==> src/rtl/uart_cmd_framer.sv <==
// Assembles 5-byte command frames (header, opcode, data hi, data lo, checksum)
// from a UART receiver and holds the last good command for the control logic.
module uart_cmd_framer #(
  parameter logic [7:0] HDR_BYTE  = 8'hA5,
  parameter int         TO_CYCLES = 100_000,
  parameter int         TO_W      = $clog2(TO_CYCLES + 1)
) (
  input  logic        clk,
  input  logic        rst,
  input  logic [7:0]  rx_data,
  input  logic        rx_rdy,
  output logic        clr_rdy,
  output logic [7:0]  cmd_op,
  output logic [15:0] cmd_data,
  output logic        cmd_rdy,
  input  logic        cmd_clr,
  output logic        err,
  output logic [1:0]  err_code
);

  // state | meaning
  // S_HDR | idle, waiting for HDR_BYTE; other bytes dropped silently
  // S_OP  | expecting opcode
  // S_DHI | expecting data high byte
  // S_DLO | expecting data low byte
  // S_CHK | expecting checksum (opcode + data_hi + data_lo, mod 256)
  typedef enum logic [2:0] {S_HDR, S_OP, S_DHI, S_DLO, S_CHK} state_e;

  localparam logic [TO_W-1:0] TO_MAX   = TO_W'(TO_CYCLES);
  localparam logic [1:0]      ERR_CSUM = 2'b01;
  localparam logic [1:0]      ERR_TO   = 2'b10;
  localparam logic [1:0]      ERR_OVR  = 2'b11;

  state_e          state_q, state_d;
  logic [TO_W-1:0] timer_q, timer_d;
  logic            clr_rdy_q, clr_rdy_d;
  logic            hold_q, hold_d;
  logic [7:0]      op_q, op_d;
  logic [7:0]      dhi_q, dhi_d;
  logic [7:0]      dlo_q, dlo_d;
  logic [7:0]      cmd_op_q, cmd_op_d;
  logic [15:0]     cmd_data_q, cmd_data_d;
  logic            cmd_rdy_q, cmd_rdy_d;
  logic            err_q, err_d;
  logic [1:0]      err_code_q, err_code_d;

  logic            accept;
  logic [7:0]      csum;

  // hold_q blocks a level-style rx_rdy from being taken twice; it re-arms
  // only once the receiver drops rdy.
  assign accept = rx_rdy && !clr_rdy_q && !hold_q;
  assign csum   = op_q + dhi_q + dlo_q;

  always_ff @(posedge clk or posedge rst) begin
    if (rst) begin
      state_q    <= S_HDR;
      timer_q    <= '0;
      clr_rdy_q  <= 1'b0;
      hold_q     <= 1'b0;
      op_q       <= '0;
      dhi_q      <= '0;
      dlo_q      <= '0;
      cmd_op_q   <= '0;
      cmd_data_q <= '0;
      cmd_rdy_q  <= 1'b0;
      err_q      <= 1'b0;
      err_code_q <= '0;
    end else begin
      state_q    <= state_d;
      timer_q    <= timer_d;
      clr_rdy_q  <= clr_rdy_d;
      hold_q     <= hold_d;
      op_q       <= op_d;
      dhi_q      <= dhi_d;
      dlo_q      <= dlo_d;
      cmd_op_q   <= cmd_op_d;
      cmd_data_q <= cmd_data_d;
      cmd_rdy_q  <= cmd_rdy_d;
      err_q      <= err_d;
      err_code_q <= err_code_d;
    end
  end

  always_comb begin
    state_d    = state_q;
    timer_d    = timer_q;
    clr_rdy_d  = accept;
    hold_d     = accept || (hold_q && rx_rdy);
    op_d       = op_q;
    dhi_d      = dhi_q;
    dlo_d      = dlo_q;
    cmd_op_d   = cmd_op_q;
    cmd_data_d = cmd_data_q;
    cmd_rdy_d  = cmd_rdy_q && !cmd_clr;
    err_d      = 1'b0;
    err_code_d = err_code_q;

    if (accept || state_q == S_HDR) begin
      timer_d = '0;
    end else begin
      timer_d = timer_q + TO_W'(1);
    end

    if (accept) begin
      case (state_q)
        S_HDR: begin
          if (rx_data == HDR_BYTE) state_d = S_OP;
        end
        S_OP: begin
          op_d    = rx_data;
          state_d = S_DHI;
        end
        S_DHI: begin
          dhi_d   = rx_data;
          state_d = S_DLO;
        end
        S_DLO: begin
          dlo_d   = rx_data;
          state_d = S_CHK;
        end
        S_CHK: begin
          state_d = S_HDR;
          if (rx_data == csum) begin
            cmd_op_d   = op_q;
            cmd_data_d = {dhi_q, dlo_q};
            cmd_rdy_d  = 1'b1;
            // a coincident cmd_clr counts as the consumer taking the old command
            if (cmd_rdy_q && !cmd_clr) begin
              err_d      = 1'b1;
              err_code_d = ERR_OVR;
            end
          end else begin
            err_d      = 1'b1;
            err_code_d = ERR_CSUM;
          end
        end
        default: state_d = S_HDR;
      endcase
    end else if (state_q != S_HDR && timer_q == TO_MAX) begin
      state_d    = S_HDR;
      timer_d    = '0;
      err_d      = 1'b1;
      err_code_d = ERR_TO;
    end
  end

  assign clr_rdy  = clr_rdy_q;
  assign cmd_op   = cmd_op_q;
  assign cmd_data = cmd_data_q;
  assign cmd_rdy  = cmd_rdy_q;
  assign err      = err_q;
  assign err_code = err_code_q;

endmodule

==> config.mk <==
export PLATFORM = sky130hd
export DESIGN_NAME = uart_cmd_framer
export DESIGN_NICKNAME = d
export VERILOG_FILES = /design/src/rtl/uart_cmd_framer.sv
export SDC_FILE = /design/constraint.sdc
export NUM_CORES = 1
export LEC_CHECK = 0
export CORE_AREA = 2 2 80 82
export DETAILED_ROUTE_END_ITERATION = 8
export DIE_AREA = 0 0 82 84
export GPL_TIMING_DRIVEN = 0
export PLACE_DENSITY_LB_ADDON = 0.08
export SLEW_MARGIN = 20
export SYNTH_ARGS = -nofsm -noshare
export SYNTH_HDL_FRONTEND = slang
export SYNTH_SLANG_ARGS = --single-unit
export TNS_END_PERCENT = 10
==> constraint.sdc <==
create_clock -name clk -period 7.6 [get_ports clk]
set_input_delay 1.52 -clock clk [delete_from_list [all_inputs] [get_ports clk]]
set_output_delay 1.52 -clock clk [all_outputs]
set_load 0.03 [all_outputs]
# Yosys cells after proc, flatten, opt, wreduce, memory -nomap -nowiden
# Cells that the tools add are included.
[op_classes]
mux = 20
reduce_logical = 19
div_mod_pow = 0
n_eq_ne = 10
n_mul = 0
bitwise = 0
shifts = 0
addsub = 3
order_cmp = 0
[ops]
columns = ["op", "count"]
rows = [
  ["$mux 17", 3],
  ["$add 17x1->17 const B", 1],
  ["$eq 17x17->1 const B", 1],
  ["$add 8x8->8", 2],
  ["$pmux 3 s4", 1],
  ["$mux 2", 5],
  ["$mux 3", 3],
  ["$eq 8x8->1", 1],
  ["$eq 8x8->1 const B", 1],
  ["$mux 1", 8],
  ["$reduce_and 2->1", 4],
  ["$eq 3x2->1 const B", 2],
  ["$reduce_and 3->1", 2],
  ["$logic_and 1x1->1", 5],
  ["$eq 3x1->1 const B", 1],
  ["$eq 3x3->1 const B", 1],
  ["$logic_not 1->1", 3],
  ["$logic_not 3->1", 1],
  ["$ne 3x2->1 const B", 1],
  ["$ne 3x3->1 const B", 1],
  ["$reduce_bool 3->1", 1],
  ["$logic_or 1x1->1", 2],
  ["$ne 2x1->1 const B", 1],
  ["$reduce_bool 2->1", 1],
]
[totals]
ramBits = 0
mem_count = 0
rom_bits = 0
regBits = 74
out_inout_bits = 29
in_bits = 12
wordCells = 64
latchBits = 0

# Depth between registers and ports, before layout
# Gate-level depths: netlist of the first run.
[logic_depth]
ltp_word = 7
ltp_mapped = 10
depth_no_buf = 9

# Worst setup path after synthesis of the first run
# No wires, ideal clock.
[synth_path]
kind = "input to register"
from = "input port rx_data[4]"
to = "register cmd_data_q[10] (netlist: cmd_data[10])"
t_arrival_ps = 3238
slack_ps = 4238
t_required_ps = 7475
cell_stages = 6
path_cell_list = "xor2_1 a2111oi_2 o2111ai_1 nor4b_4 buf_6 mux2_2"
[synth_via]
elab_chain_cells = 2
[synth_lines]
columns = ["element", "line_no", "text"]
rows = [
  ["start, declared", "10", "input logic [7:0] rx_data,"],
  ["$eq 8x8->1", "124", "if (rx_data == csum) begin"],
  ["$reduce_and 3->1 (no line)", "--", ""],
  ["end signal, assigned", "78", "cmd_data_q <= cmd_data_d;"],
  ["end, declared", "42", "logic [15:0] cmd_data_q, cmd_data_d;"],
]
# No other way between the ends.
# A chain may end at the register's enable or synchronous reset.

# Final worst setup path of the first run
[layout_path]
from = "input port rx_data[4]"
to = "register cmd_data_q[4] (netlist: cmd_data[4])"
# The elaborated chain is that of the path after synthesis.

==> run metrics, run 1 <==
status complete, no violations; CTS sink cnt 74; WL/cell between 15 and 20 µm; row cnt 29; CTS Hold Buffers Added 0; synthesis warning total 0; Synth Cell Area 3497 µm²; filler instances 465; Hold Crit Class reg -> reg; Critical Setup Path Class in -> reg; Final Setup Violations 0; Total GRT Usage 22.23%; die width 82 µm; Setup TNS Final 0 ps; initial drt markers 118; Vias 2206; R2R depth 9; Die Height around 84 µm; gpl congestion 0.8067; beginning of the worst register-to-register path op_q[1]; initial antenna violation count 0; CP max FO 10; Longest Clk Path Bufs 2; worst hold start err_code[0]; largest net degree at the start of global routing 49; Port Buf Inserts 40; area of the multi-input gates 1577 µm²; critical path arrival a little over 4000 ps; WHS Path Cells 2; Worst-Skew Late Latency 350 ps; syn nets between 300 and 400; dpl ws about 3300 ps; global-route wire length before repair 11.23 mm; Num CTS Buffers 9; I/O pin count 41; Hold Path End err_code[0]; Post-Syn Area per Cell 12.81 µm²; Post-DRT Antenna Nets 0; total die area 6888 µm²; Final Net Count 353; Max-slew headroom 56.31%; Reg-to-Reg End cmd_data[4]; Root Buffer clkbuf_8; grt ovf 0; Initial Util 57.37%; H-tree depth 3; clk_skew 8.737 ps; share of layout cells above drive strength 1 20.97%; post-route cell area 4209 µm²; # DRC 0; minimum clock period ~3900 ps; vias in the first global route 2248; RSZ-0062 raised after global routing no; Vias/cell around 5.4; number of synthesized register bits 74; CTS tree built; Final period util 51.46%; n_diodes 0; worst vdd ir 0.1417 mV; Static Leak 2.015 nW; Final Hold Vio Count 0; Syn Inst Count 273; first-pass iteration count of the detailed router 4; Seq/Total Area, Yosys 52.95%; Fin Hold WS 486.8 ps; flop2flop setup slack between 3000 and 4000 ps; area of placed instances 4024 µm²; Total Power 0.9243 mW; FMAX approximately 0.26 GHz; max_cap viols 0; actual slew at the worst max-slew pin 646.3 ps; HPWL Detailed 4.707 mm; CP Launch Type primary input; floorplan core area 6096 µm²; Storage cell area 1852 µm²; CP Capture Type flip-flop; final worst slack between 3000 and 4000 ps; clock-pin slew on the worst setup and hold paths approximately 70 ps; final wirelength 6.761 mm; post_cts resized 0; PD cells 219.6 nW/µm²; Unique masters post-synth 40; Post-CTS Setup Inserts 0; Max Transition Viols Final 0; CP required 7830 ps; area delta synth->final 20.36%
critical path, stage by stage:
cell,delay (ps)
clkdlybuf4s50_1,510
xor2_1,230
a2111oi_2,370
o2111ai_1,290
nor4b_4,610
buf_6,260
mux2_2,350
final cells by class:
cell class              instances  share of cell area [%]
plain buffers                   6                  0.9215
clock buffers                  12                   3.448
clock inverters                 3                  0.9512
inverters                       8                  0.7729
multi-input cells             185                   37.46
flip-flops and latches         74                   44.00
well taps                      77                   2.289
repair buffers                 41                   10.17
placed cells by master (no fill, tap or decap), types with 10 or more instances in the layout:
master,n
dfrtp_1,74
mux2_2,48
clkdlybuf4s50_1,40
nor2_1,18
nand2_1,15
xnor2_1,14
xor2_1,12
clkbuf_8,10
cells by family after synthesis:
kind of cell / Yosys count / share of synthesized area [%]
buffers and inverters: 14 / 1.968
adder cells (fa/ha/maj): 16 / 7.442
AND/OR/NAND/NOR: 69 / 10.77
flip-flops: 74 / 52.95
multiplexers: 48 / 15.46
XOR/XNOR: 26 / 6.512
AO/OA/AOI/OAI: 26 / 4.902
flip-flops by register name, summed over array words and instances, names as in the netlist:
name / count
clr_rdy: 1
cmd_data: 16
cmd_op: 8
cmd_rdy: 1
dhi_q: 8
dlo_q: 8
err: 1
err_code: 2
hold_q: 1
op_q: 8
state_q: 3
timer_q: 17
stage by stage:
stage	utilization, %	instances
after floorplan	-	273
after global placement	65.52	390
after detailed placement	66.01	391
after CTS	69.05	406
after global routing	69.05	406
final	69.05	406
per-layer routing:
layer  vias to the layer above  GRT usage, %  share of wire, %
met3                         8         6.385               3.5
li1                       1063             -                 -
met4                         0         6.818               1.5
met5                         -             0                 0
met1                      1100         32.35                48
met2                        35         32.37                47
synthesized netlist by cell type:
library cell / instances / area (µm²)
nand3_1: 8 / 40.04
or2_2: 1 / 6.260
a21oi_1: 8 / 40.04
a31oi_1: 1 / 6.260
nand2_1: 15 / 56.30
mux2_2: 48 / 540.5
o21bai_1: 2 / 15.01
inv_1: 8 / 30.03
ha_1: 8 / 100.1
a2111oi_2: 1 / 15.01
o2111ai_1: 1 / 8.760
nor4b_1: 1 / 8.760
buf_2: 1 / 5.000
nor4bb_1: 4 / 40.04
and2_1: 1 / 6.260
a211oi_1: 1 / 7.510
or3_1: 4 / 25.02
buf_6: 2 / 22.52
nor2_1: 18 / 67.56
nand4b_1: 1 / 8.760
and3_1: 3 / 18.77
clkbuf_1: 3 / 11.26
o31a_1: 1 / 8.760
nand2b_1: 1 / 6.260
nand3b_1: 1 / 7.510
o41ai_1: 1 / 8.760
xnor2_1: 14 / 122.6
and4_1: 1 / 8.760
dfrtp_1: 74 / 1852
xor2_1: 12 / 105.1
nand4_1: 1 / 6.260
fa_1: 8 / 160.2
o21ai_0: 6 / 30.03
a21o_1: 2 / 15.01
a21boi_0: 1 / 7.510
nor4b_4: 1 / 23.77
or4_1: 1 / 7.510
nor2b_1: 3 / 18.77
nor3_1: 4 / 20.02
a22o_1: 1 / 8.760
power breakdown:
| part | total [mW] | internal [mW] | switching (mW) |
|---|---|---|---|
| clock network | 0.296 | 0.158 | 0.138 |
| logic | 0.177 | 0.0819 | 0.0947 |
| registers | 0.452 | 0.422 | 0.0299 |
worst max path at each step:
stage          startpoint           end  slack (ps)
6_report       rx_data[4]   cmd_data[4]        3690
3_3_place_gp          rst       cmd_rdy        3000
2_1_floorplan         rst       clr_rdy        4200
4_1_cts        rx_data[0]  cmd_data[12]        3660
5_1_grt        rx_data[4]     cmd_op[1]        3530
3_5_place_dp   rx_data[0]     cmd_op[1]        3300
Note: power is estimated with default switching activity, not from simulation.
==> run 2, diff against run 1 <==
--- a/config.mk
+++ b/config.mk
@@ -5,9 +5,9 @@
 export SDC_FILE = /design/constraint.sdc
 export NUM_CORES = 1
 export LEC_CHECK = 0
-export CORE_AREA = 2 2 80 82
+export CORE_AREA = 2 2 87 89
 export DETAILED_ROUTE_END_ITERATION = 8
-export DIE_AREA = 0 0 82 84
+export DIE_AREA = 0 0 89 91
 export GPL_TIMING_DRIVEN = 0
 export PLACE_DENSITY_LB_ADDON = 0.08
 export SLEW_MARGIN = 20
==> constraint.sdc (replaced) <==
create_clock -name clk -period 3.1 [get_ports clk]
set_input_delay 0.62 -clock clk [delete_from_list [all_inputs] [get_ports clk]]
set_output_delay 0.62 -clock clk [all_outputs]
set_load 0.03 [all_outputs]
==> run 2 against run 1 <==
The flow now finishes with violations (setup timing). Non-clock buffer count rose by 7. Worst setup slack worse by 3900 ps. Design area grew 5.6%. Register-to-register slack got worse by 4200 ps. Largest cell class unchanged. Largest power group unchanged.
==> run metrics, run 2 (synthesis gave the netlist of run 1 again) <==
clk_skew 12.50 ps (+3.761 ps); vias in the first global route 2317 (+3.1%); Initial Util 49.00% (-8.4 points); max_cap viols 0 (unchanged); n_diodes 0 (unchanged); CP max FO 10 (unchanged); flop2flop setup slack -200 ps (-4190 ps); R2R depth 10 (+1); Post-DRT Antenna Nets 0 (unchanged); status finished, violations left; HPWL Detailed 4.658 mm (-1.1%); area delta synth->final 27.16%; Num CTS Buffers 9 (unchanged); FMAX slightly above 0.3 GHz; placed cells 413 (+5.6%); Final Net Count 360 (+2.0%); Reg-to-Reg End cmd_data[15]; Final Hold Vio Count 0 (unchanged); Fin Hold WS 484.0 ps (-2.785 ps); Max Transition Viols Final 0 (unchanged); floorplan core area 7137 µm² (+17%); H-tree depth 3 (unchanged); max FFs per register 17 (unchanged); share of layout cells above drive strength 1 24.63% (+3.7 points); total die area 8099 µm² (+18%); CTS Hold Buffers Added 0 (unchanged); Root Buffer clkbuf_8; CP Capture Type flip-flop; Critical Setup Path Class reg -> reg; CTS tree built; Layout Cells excl Fill 436 (+7.4%); clock-pin slew on the worst setup and hold paths 80 ps (about the same); WL/cell 15.93 µm (-4.3%); Port Buf Inserts 40 (unchanged); filler instances 612 (+32%); I/O pin count 41 (unchanged); initial antenna violation count 0 (unchanged); gpl congestion 0.7711 (-4.4%); Critical path destination cmd_data[15]; Die Height 91 µm (+8.3%); Final period util 106.6%; die width 89 µm (+8.5%); post-route cell area 4447 µm² (+5.6%); crit path launch op_q[1]; most frequent cells in the layout 74 x dfrtp_1, 40 x clkdlybuf4s50_1, 32 x mux2_2; global-route wire length before repair 11.58 mm (+3.1%); area of placed instances 4044 µm² (+0.50%); worst vdd ir 0.2866 mV (+100%); PD cells 556.0 nW/µm² (+150%); row cnt 31 (+6.9%); Static Leak 2.088 nW (+3.6%); Final Setup Violations 24 (+24); Total GRT Usage 18.80% (-3.4 points); beginning of the worst register-to-register path op_q[1]; final worst slack -203.1 ps (-3892 ps); actual slew at the worst max-slew pin 701.4 ps (+55.08 ps); area of the multi-input gates 1660 µm² (+5.3%); Storage cell area 1852 µm² (unchanged); first-pass iteration count of the detailed router 4 (unchanged); critical path arrival 3530 ps (-610 ps); grt ovf 0 (unchanged); largest net degree at the start of global routing 44 (-10%); Longest Clk Path Bufs 2 (unchanged); RSZ-0062 raised after global routing yes; minimum clock period 3303 ps; Max-slew headroom 52.58% (-3.7 points); CP required 3330 ps (-4500 ps); initial drt markers 101 (-14%); Final Util 62.31% (-6.7 points); Vias 2266 (+2.7%); Vias/cell 5.197 (-4.3%); failing checks setup timing; Worst-Skew Late Latency 340 ps (about the same); CP Launch Type flip-flop; most common cell after layout, fill and taps aside dfrtp_1; Hold Crit Class reg -> reg; CTS sink cnt 74 (unchanged); final wirelength 6.945 mm (+2.7%); Setup TNS Final -4097 ps (-4097 ps); Largest Register timer_q; # DRC 0 (unchanged)
## run 2: changes by cell type in the layout (fill, tap and decap cells not counted), sizes merged
cell / before / now
clkinv: 2 / 1
clkbuf: 15 / 12
buf: 4 / 11
clkinvlp: 0 / 3
bufinv: 1 / 3
## run 2: worst min path at each step
stage	start	to	slack, ps	cells past startpoint
floorplan	hold_q	hold_q	500	2
global placement	err_code[0]	err_code[0]	460	2
detailed placement	err_code[0]	err_code[0]	480	2
CTS	clr_rdy	hold_q	490	1
global route	clr_rdy	hold_q	500	1
finish	clr_rdy	hold_q	480	1
## run 2: worst max-delay path, stage by stage, from the launching register on
cell and delay, ps:
dfrtp_1 410, fa_1 570, ha_2 200, fa_1 430, xor2_1 160, a2111oi_2 250
o2111ai_2 230, nor4b_4 290, buf_6 170, buf_12 150, mux2_2 330
## run 2: timing repair
item                                    in CTS  in global routing
resized for setup                           19                  7
pin swaps                                    2                  2
setup buffers                                6                  1
endpoints found under the setup margin      25                 27
## run 2: per-stage QoR
step                      setup WS [ps]  power (mW)
after CTS                        -269.8       2.478
after global placement           -658.9       1.548
after floorplan                  -107.0       1.443
after detailed placement         -621.7       1.560
final                            -203.1       2.472
after global routing             -303.6       2.596
## run 2: metal layers
metal  share of wire, %  global-route usage, %  up-vias
met1                 51                  29.84     1133
met5                  0                      0        -
li1                   -                      -     1072
met2                 45                  25.81       50
met4                1.7                  7.214        0
met3                2.8                  2.818       11
## run 2: cell type report
cell class / instances / share of cell area (%)
Sequential cell: 74 / 41.64
Multi-Input combinational cell: 185 / 37.34
Timing Repair Buffer: 48 / 10.80
Clock buffer: 9 / 2.786
Tap cell: 99 / 2.786
Clock inverter: 7 / 2.645
Buffer: 6 / 1.266
Inverter: 8 / 0.7316
## run 2: power by group
group	internal [mW]	total (mW)	switching (mW)
logic	0.219	0.473	0.253
clock network	0.533	0.897	0.364
registers	1.03	1.10	0.0688
